### src/rtl/rotary_decoder.sv
// Quadrature rotary encoder front end: synchronizer, debounce filter, detent/direction
// decode and signed step counter. Define ROTARY_SAT_EN to saturate position instead of wrapping.
module rotary_decoder #(
   parameter int WIDTH      = 16,
   parameter int DEB_CYCLES = 4,
   parameter int MODE       = 0
) (
   input  logic             clk,
   input  logic             rst_n,
   input  logic             r_a,
   input  logic             r_b,
   input  logic             clr,
   output logic             r_event,
   output logic             r_dir,
   output logic             step_valid,
   output logic             step_dir,
   output logic [WIDTH-1:0] position
);

   localparam logic [7:0]       DEB_LAST = 8'(DEB_CYCLES);
   localparam logic [WIDTH-1:0] POS_ONE  = WIDTH'(1);
`ifdef ROTARY_SAT_EN
   localparam logic [WIDTH-1:0] POS_MAX  = {1'b0, {(WIDTH-1){1'b1}}};
   localparam logic [WIDTH-1:0] POS_MIN  = {1'b1, {(WIDTH-1){1'b0}}};
`endif

   logic [1:0]       r_sync1;
   logic [1:0]       r_sync2;
   logic [1:0]       r_filt;
   logic [1:0]       r_cand;
   logic [7:0]       r_cnt;
   logic             r_event_d;

   logic [7:0]       w_cnt_inc;
   logic             w_new_cand;
   logic             w_accept;
   logic             w_step;
   logic             w_step_dir;
   logic [WIDTH-1:0] w_pos_step;

   // Accept the candidate pair once it has differed from the filtered pair for DEB_CYCLES edges.
   always_comb begin
      w_cnt_inc  = r_cnt + 8'd1;
      w_new_cand = (r_sync2 != r_cand);
      if (r_sync2 == r_filt) begin
         w_accept = 1'b0;
      end else if (w_new_cand) begin
         w_accept = (DEB_LAST == 8'd1);
      end else begin
         w_accept = (w_cnt_inc == DEB_LAST);
      end
   end

   // Synchronizer, debounce counter and detent/direction decode.
   always_ff @(posedge clk or negedge rst_n) begin
      if (!rst_n) begin
         r_sync1 <= 2'b00;
         r_sync2 <= 2'b00;
         r_filt  <= 2'b00;
         r_cand  <= 2'b00;
         r_cnt   <= 8'd0;
         r_event <= 1'b0;
         r_dir   <= 1'b0;
      end else begin
         r_sync1 <= {r_a, r_b};
         r_sync2 <= r_sync1;
         if (r_sync2 == r_filt) begin
            r_cnt <= 8'd0;
         end else if (w_accept) begin
            r_cnt  <= 8'd0;
            r_filt <= r_sync2;
            r_cand <= r_sync2;
         end else if (w_new_cand) begin
            r_cand <= r_sync2;
            r_cnt  <= 8'd1;
         end else begin
            r_cnt <= w_cnt_inc;
         end
         if (w_accept) begin
            case (r_sync2)
               2'b11:   r_event <= 1'b1;
               2'b00:   r_event <= 1'b0;
               2'b01:   r_dir   <= 1'b1;
               2'b10:   r_dir   <= 1'b0;
               default: r_event <= r_event;
            endcase
         end
      end
   end

   // In two-step mode the falling detent edge follows the opposite phase, so its direction flips.
   always_comb begin
      if (MODE == 1) begin
         w_step     = r_event ^ r_event_d;
         w_step_dir = r_event ? r_dir : ~r_dir;
      end else begin
         w_step     = r_event & ~r_event_d;
         w_step_dir = r_dir;
      end
   end

   // Next position for a step in the current direction.
   always_comb begin
`ifdef ROTARY_SAT_EN
      if (w_step_dir && (position == POS_MAX)) begin
         w_pos_step = position;
      end else if (!w_step_dir && (position == POS_MIN)) begin
         w_pos_step = position;
      end else if (w_step_dir) begin
         w_pos_step = position + POS_ONE;
      end else begin
         w_pos_step = position - POS_ONE;
      end
`else
      if (w_step_dir) begin
         w_pos_step = position + POS_ONE;
      end else begin
         w_pos_step = position - POS_ONE;
      end
`endif
   end

   // Step strobe and position counter; clear wins over a coincident step.
   always_ff @(posedge clk or negedge rst_n) begin
      if (!rst_n) begin
         r_event_d  <= 1'b0;
         step_valid <= 1'b0;
         step_dir   <= 1'b0;
         position   <= '0;
      end else begin
         r_event_d  <= r_event;
         step_valid <= w_step;
         if (w_step) begin
            step_dir <= w_step_dir;
         end
         if (clr) begin
            position <= '0;
         end else if (w_step) begin
            position <= w_pos_step;
         end
      end
   end

endmodule

### config.mk
export PLATFORM = sky130hd
export DESIGN_NAME = rotary_decoder
export DESIGN_NICKNAME = d
export VERILOG_FILES = /design/src/rtl/rotary_decoder.sv
export SDC_FILE = /design/constraint.sdc
export NUM_CORES = 1
export LEC_CHECK = 0
export BUFFER_PORTS_ARGS = -buffer_cell sky130_fd_sc_hd__buf_4
export CAP_MARGIN = 20
export CORE_ASPECT_RATIO = 2
export CORE_MARGIN = 5
export CORE_UTILIZATION = 38
export CTS_CLUSTER_DIAMETER = 60
export DETAILED_ROUTE_END_ITERATION = 10
export GPL_ROUTABILITY_DRIVEN = 0
export PLACE_DENSITY_LB_ADDON = 0.05
export SLEW_MARGIN = 20
export SYNTH_ARGS = -nofsm -noshare
export SYNTH_HDL_FRONTEND = slang
export SYNTH_SLANG_ARGS = --single-unit
### constraint.sdc
create_clock -name clk -period 7.6 [get_ports clk]
set_input_delay 0.76 -clock clk [delete_from_list [all_inputs] [get_ports clk]]
set_output_delay 0.76 -clock clk [all_outputs]
set_load 0.02 [all_outputs]
# After elaboration in Yosys (flattened, before gate mapping)
# Cells that the tools add are included.
[classes]
n_addsub = 3
n_eq_ne = 6
mux = 12
n_bitwise = 3
n_reduce_logical = 9
[op_table]
columns = ["cell", "n"]
rows = [
  ["two-way mux 16 bit", 3],
  ["two-way mux 8 bit", 3],
  ["adder 16 x 1 -> 16 bit (second input constant)", 1],
  ["subtractor 16 x 1 -> 16 bit (second input constant)", 1],
  ["adder 8 x 1 -> 8 bit (second input constant)", 1],
  ["equality test 8 x 3 -> 1 bit (second input constant)", 1],
  ["AND reduction 2 bit", 4],
  ["nonzero test 2 bit", 4],
  ["equality test 2 bit (second input constant)", 2],
  ["two-way mux 2 bit", 2],
  ["case mux 1 bit (2 select lines)", 2],
  ["equality test 2 x 1 -> 1 bit (second input constant)", 1],
  ["equality test 2 bit", 1],
  ["logical NOT 2 bit", 1],
  ["two-way mux 1 bit", 2],
  ["inequality test 2 bit", 1],
  ["inverter 1 bit", 2],
  ["bitwise AND 1 bit", 1],
]
[word_totals]
register_bits = 37
inputBits = 5
output_inout_bits = 20
wordCells = 44

# Longest topological paths before layout
[depth]
ltp_word = 6
mapped_depth = 9
mapped_depth_nobuf = 8

# Worst setup path after synthesis
# OpenSTA, ideal clock, no wires.
[synth_timing]
kind = "register to register"
startpoint = "register r_dir"
endpoint = "register position[15]"
setup_ns = 0.125
arrival_ns = 2.506
required_time_ns = 7.475
path_slack_ns = 4.969
path_stages_with_launch = 10
n_path_buf = 1
synth_period_minus_slack_ns = 2.631
path_cell_list = "dfrtp_1 > inv_1 > ha_1 > clkbuf_1 > a21oi_1 > o21ai_0 > a31o_2 > a31oi_1 > mux2i_1 > mux2_2"
[synth_via]
elab_chain_cells = 3
[synth_lines]
columns = ["item", "line_no", "source"]
rows = [
  ["from (decl)", "14", "output logic r_dir,"],
  ["from (signal assigned)", "63", "r_dir <= 1'b0;"],
  ["from (signal assigned)", "83", "2'b01: r_dir <= 1'b1;"],
  ["from (signal assigned)", "84", "2'b10: r_dir <= 1'b0;"],
  ["two-way mux 16 bit", "115", "if (w_step_dir) begin"],
  ["two-way mux 16 bit", "138", "end else if (w_step) begin"],
  ["two-way mux 16 bit", "136", "if (clr) begin"],
  ["to (signal assigned)", "139", "position <= w_pos_step;"],
  ["to (decl)", "17", "output logic [WIDTH-1:0] position"],
]
# No other way between the ends. The select of a mux whose other input is x is not followed.
# A chain may end at the register's enable or synchronous reset.

# Final worst setup path
[layout_timing]
startpoint = "register r_dir"
endpoint = "register position[13]"
# The elaborated chain is that of the path after synthesis.

==> impl_metrics.yaml <==
status:
  status: "finished, final reports clean"
finish:
  finalNetCount: 287
  drive_gt1_frac: 0.144
  fillers: 596
  synthToLayoutAreaGrowth_pct: 16.8
  diodes: 0
timing:
  worstMarginPinSlew_ns: 0.644
  fin_crit_ns: 2.82
  post-route-period-util: 0.371
  slew_violations: 0
  finalSetupViolCount: 0
  max_slew_margin: 0.570
  fmax_mhz: 354
  skew_ns: 0.00315
  rsz0062_at_grt: "no"
  setup_tns_ns: 0
  hold_viol: 0
die:
  row_count: 39
  die_x_um: 64.3
  coreArea_sq_um: 5710
  initial_core_util: 0.393
  die_h_um: 119
  die-area_sq_um: 7630
  io_pins: 25
clocking:
  holdBufCountCts: 0
  cts.reportedPaths.clkPinSlew_ns: 0.06
  clk_latency_ns: 0.28
  cts_tree: "yes"
  cts_buffer_depth: 2
  post_cts_buffers: 0
  cts-resized-gates: 0
  root_buffer: "clkbuf_16"
  cts_buffers: 5
  h-tree-depth: 2
  clock_sinks: 37
yosys:
  synthCells: 240
  mappedNetlistArea_sq_um: 2240
  yosysMostFrequentCell: "dfrtp_1"
  synth_flop_cell: "dfrtp_1"
  synth_edf_count: 0
  synthArstFlopShare: 1.00
  synth.top_cells.by_area: "dfrtp_1, ha_1, a21oi_1"
  ys_seq_area_frac: 0.413
  synth_top_area_cell: "dfrtp_1"
  synth_cell_types: 44
  yosys_warnings: 0
  synth_top_area_share: 0.413
  syn_area_per_cell_sq_um: 9.34
  synth_seq_cells: 37
  syn_nets: 263
  synth_common_cells: "dfrtp_1, nand2_1, a21oi_1, nor2_1, ha_1"
min_path:
  min_path_cells: 0
  hold_class: "reg2reg"
  hold_path_end: "r_sync2[1]$_DFF_PN0_"
  min_from: "r_sync1[1]$_DFF_PN0_"
power_and_ir_drop:
  seqPwrFrac: 0.248
  clock_power_share: 0.167
  p_leak_nw: 1.24
  combinationalPowerShare: 0.585
  swShare: 0.447
  power_switching_mw: 0.551
  ir_drop_mv: 0.243
  power_mw: 1.23
  powerDensity_nw_per_um2: 472
  power.internal_mw: 0.683
worst_setup_path:
  cp_data_arrival_time_ns: 3.04
  cp_top_family: "compound AO/OA/AOI/OAI gates"
  crit_path_end_kind: "flip-flop"
  ff2ff_setup_slack_ns: 4.78
  path_class: "reg2reg"
  regToRegStartpoint: "r_dir$_DFFE_PN0P_"
  r2r_end: "position[13]$_DFFE_PN0P_"
  cp.required_ns: 7.82
  reg2regPathDepth: 8
  path_cells: "inv_1 > ha_1 > a2111oi_2 > or3_1 > nor2_2 > a221o_1 > a2111oi_0 > nand3b_1"
  cp_num_buf_inv: 1
  critPathMaxFanout: 16
  critPathMaxStageDelay_ns: 0.49
  slowest_stage: "inv_1"
  startpoint_type: "flip-flop"
grt:
  antenna_found_initial: 0
  grt_max_degree: 38
  grt_pass1_vias: 1878
  grt_pass1_wl_mm: 9.31
  overflow: 0
  grt_usage: 0.155
route:
  dr_wl_met2_mm: 3.15
  ant_nets: 0
  drtIter0Drc: 77
  vias_per_cell: 5.62
  drt_wl_total_mm: 5.47
  drt-met1-wl_mm: 1.99
  dr.max_layer_used: "met4"
  post-route-drc-count: 0
  firstDrtPassIters: 4
  num_vias: 1828
  dr_wl_met3_um: 160
  avgRoutedWirePerCell_um: 16.8
job:
  cap_violations: 0
placement:
  dpl.hpwl_mm: 4.07
  place.port_buffers: 24
==> cells in the final DEF, fill, tap and decap left out, types with 2 or more instances in the layout <==
cell type | synthesis | routed
nand2_1 | 24 | 24
and3_1 | 8 | 8
buf_4 | 0 | 25
nor2b_1 | 2 | 2
xor2_1 | 11 | 11
ha_1 | 17 | 17
a21o_1 | 5 | 5
a41oi_1 | 2 | 2
o21bai_1 | 3 | 3
nand2b_1 | 2 | 2
clkbuf_16 | 0 | 5
nand3_1 | 9 | 9
a21oi_1 | 20 | 20
mux2_2 | 2 | 2
a2111oi_0 | 3 | 3
a211oi_1 | 4 | 4
inv_1 | 8 | 8
o21ai_0 | 13 | 13
a221o_1 | 2 | 2
nor2_1 | 19 | 19
dfrtp_1 | 37 | 37
mux2i_1 | 2 | 2
a31oi_1 | 3 | 3
o21ai_1 | 2 | 2
nor3_1 | 7 | 7
xnor2_1 | 9 | 9
==> how the worst max path moves through the flow <==
stage / from / to / slack (ns) / cells past startpoint
2_1_floorplan: r_dir$_DFFE_PN0P_ / position[15]$_DFFE_PN0P_ / 4.97 / 9
3_3_place_gp: r_dir$_DFFE_PN0P_ / position[13]$_DFFE_PN0P_ / 4.83 / 8
3_5_place_dp: r_dir$_DFFE_PN0P_ / position[13]$_DFFE_PN0P_ / 4.79 / 8
4_1_cts: r_dir$_DFFE_PN0P_ / position[13]$_DFFE_PN0P_ / 4.79 / 8
5_1_grt: r_dir$_DFFE_PN0P_ / position[15]$_DFFE_PN0P_ / 4.54 / 8
6_report: r_dir$_DFFE_PN0P_ / position[13]$_DFFE_PN0P_ / 4.78 / 8
==> logic make-up after synthesis <==
kind of cell	after synthesis	share of synthesized area
fa+ha+maj	18	0.104
buf+inv	17	0.0285
compound gates	66	0.195
mux	4	0.0190
flops	37	0.413
xor+xnor	20	0.0782
simple gates	78	0.162
==> through the flow <==
stage / instance area (sq um) / hold slack (ns) / setup slack, ns / cells / utilization
finish: 2620 / 0.348 / 4.78 / 325 / 0.458
global route: 2620 / 0.368 / 4.54 / 325 / 0.458
CTS: 2620 / 0.350 / 4.79 / 325 / 0.458
detailed placement: 2470 / 0.337 / 4.79 / 318 / 0.433
global placement: 2470 / 0.334 / 4.83 / 318 / 0.433
floorplan: 2240 / 0.331 / 4.97 / 240 / -
==> power groups by stage <==
| stage | Combinational (mW) | Clock (mW) | Sequential, mW |
|---|---|---|---|
| detailed placement | 0.727 | 0 | 0.311 |
| floorplan | 0.494 | 0 | 0.343 |
| global route | 0.811 | 0.221 | 0.317 |
| CTS | 0.730 | 0.213 | 0.308 |
| global placement | 0.729 | 0 | 0.311 |
| finish | 0.722 | 0.206 | 0.307 |
==> per-layer routing <==
layer / vias to the layer above / track usage
li1: 916 / -
met1: 864 / 0.167
met2: 35 / 0.279
met3: 13 / 0.0275
met4: 0 / 0.0739
met5: - / 0
==> sequential cells by signal, indices dropped and copies added (netlist names) <==
| register | count |
|---|---|
| r_sync2 | 2 |
| step_dir | 1 |
| position | 16 |
| step_valid | 1 |
| r_cand | 2 |
| r_event | 1 |
| r_sync1 | 2 |
| r_event_d | 1 |
| r_filt | 2 |
| r_cnt | 8 |
| r_dir | 1 |
==> cell type report <==
class / instances / area (sq um) / area share
Clock buffer: 7 / 143 / 0.0545
Tap cell: 61 / 76.3 / 0.0292
Inverter: 9 / 33.8 / 0.0129
Sequential cell: 37 / 926 / 0.354
Multi-Input combinational cell: 186 / 1250 / 0.478
Timing Repair Buffer: 25 / 188 / 0.0717
Power figures use the tool's default switching activity.
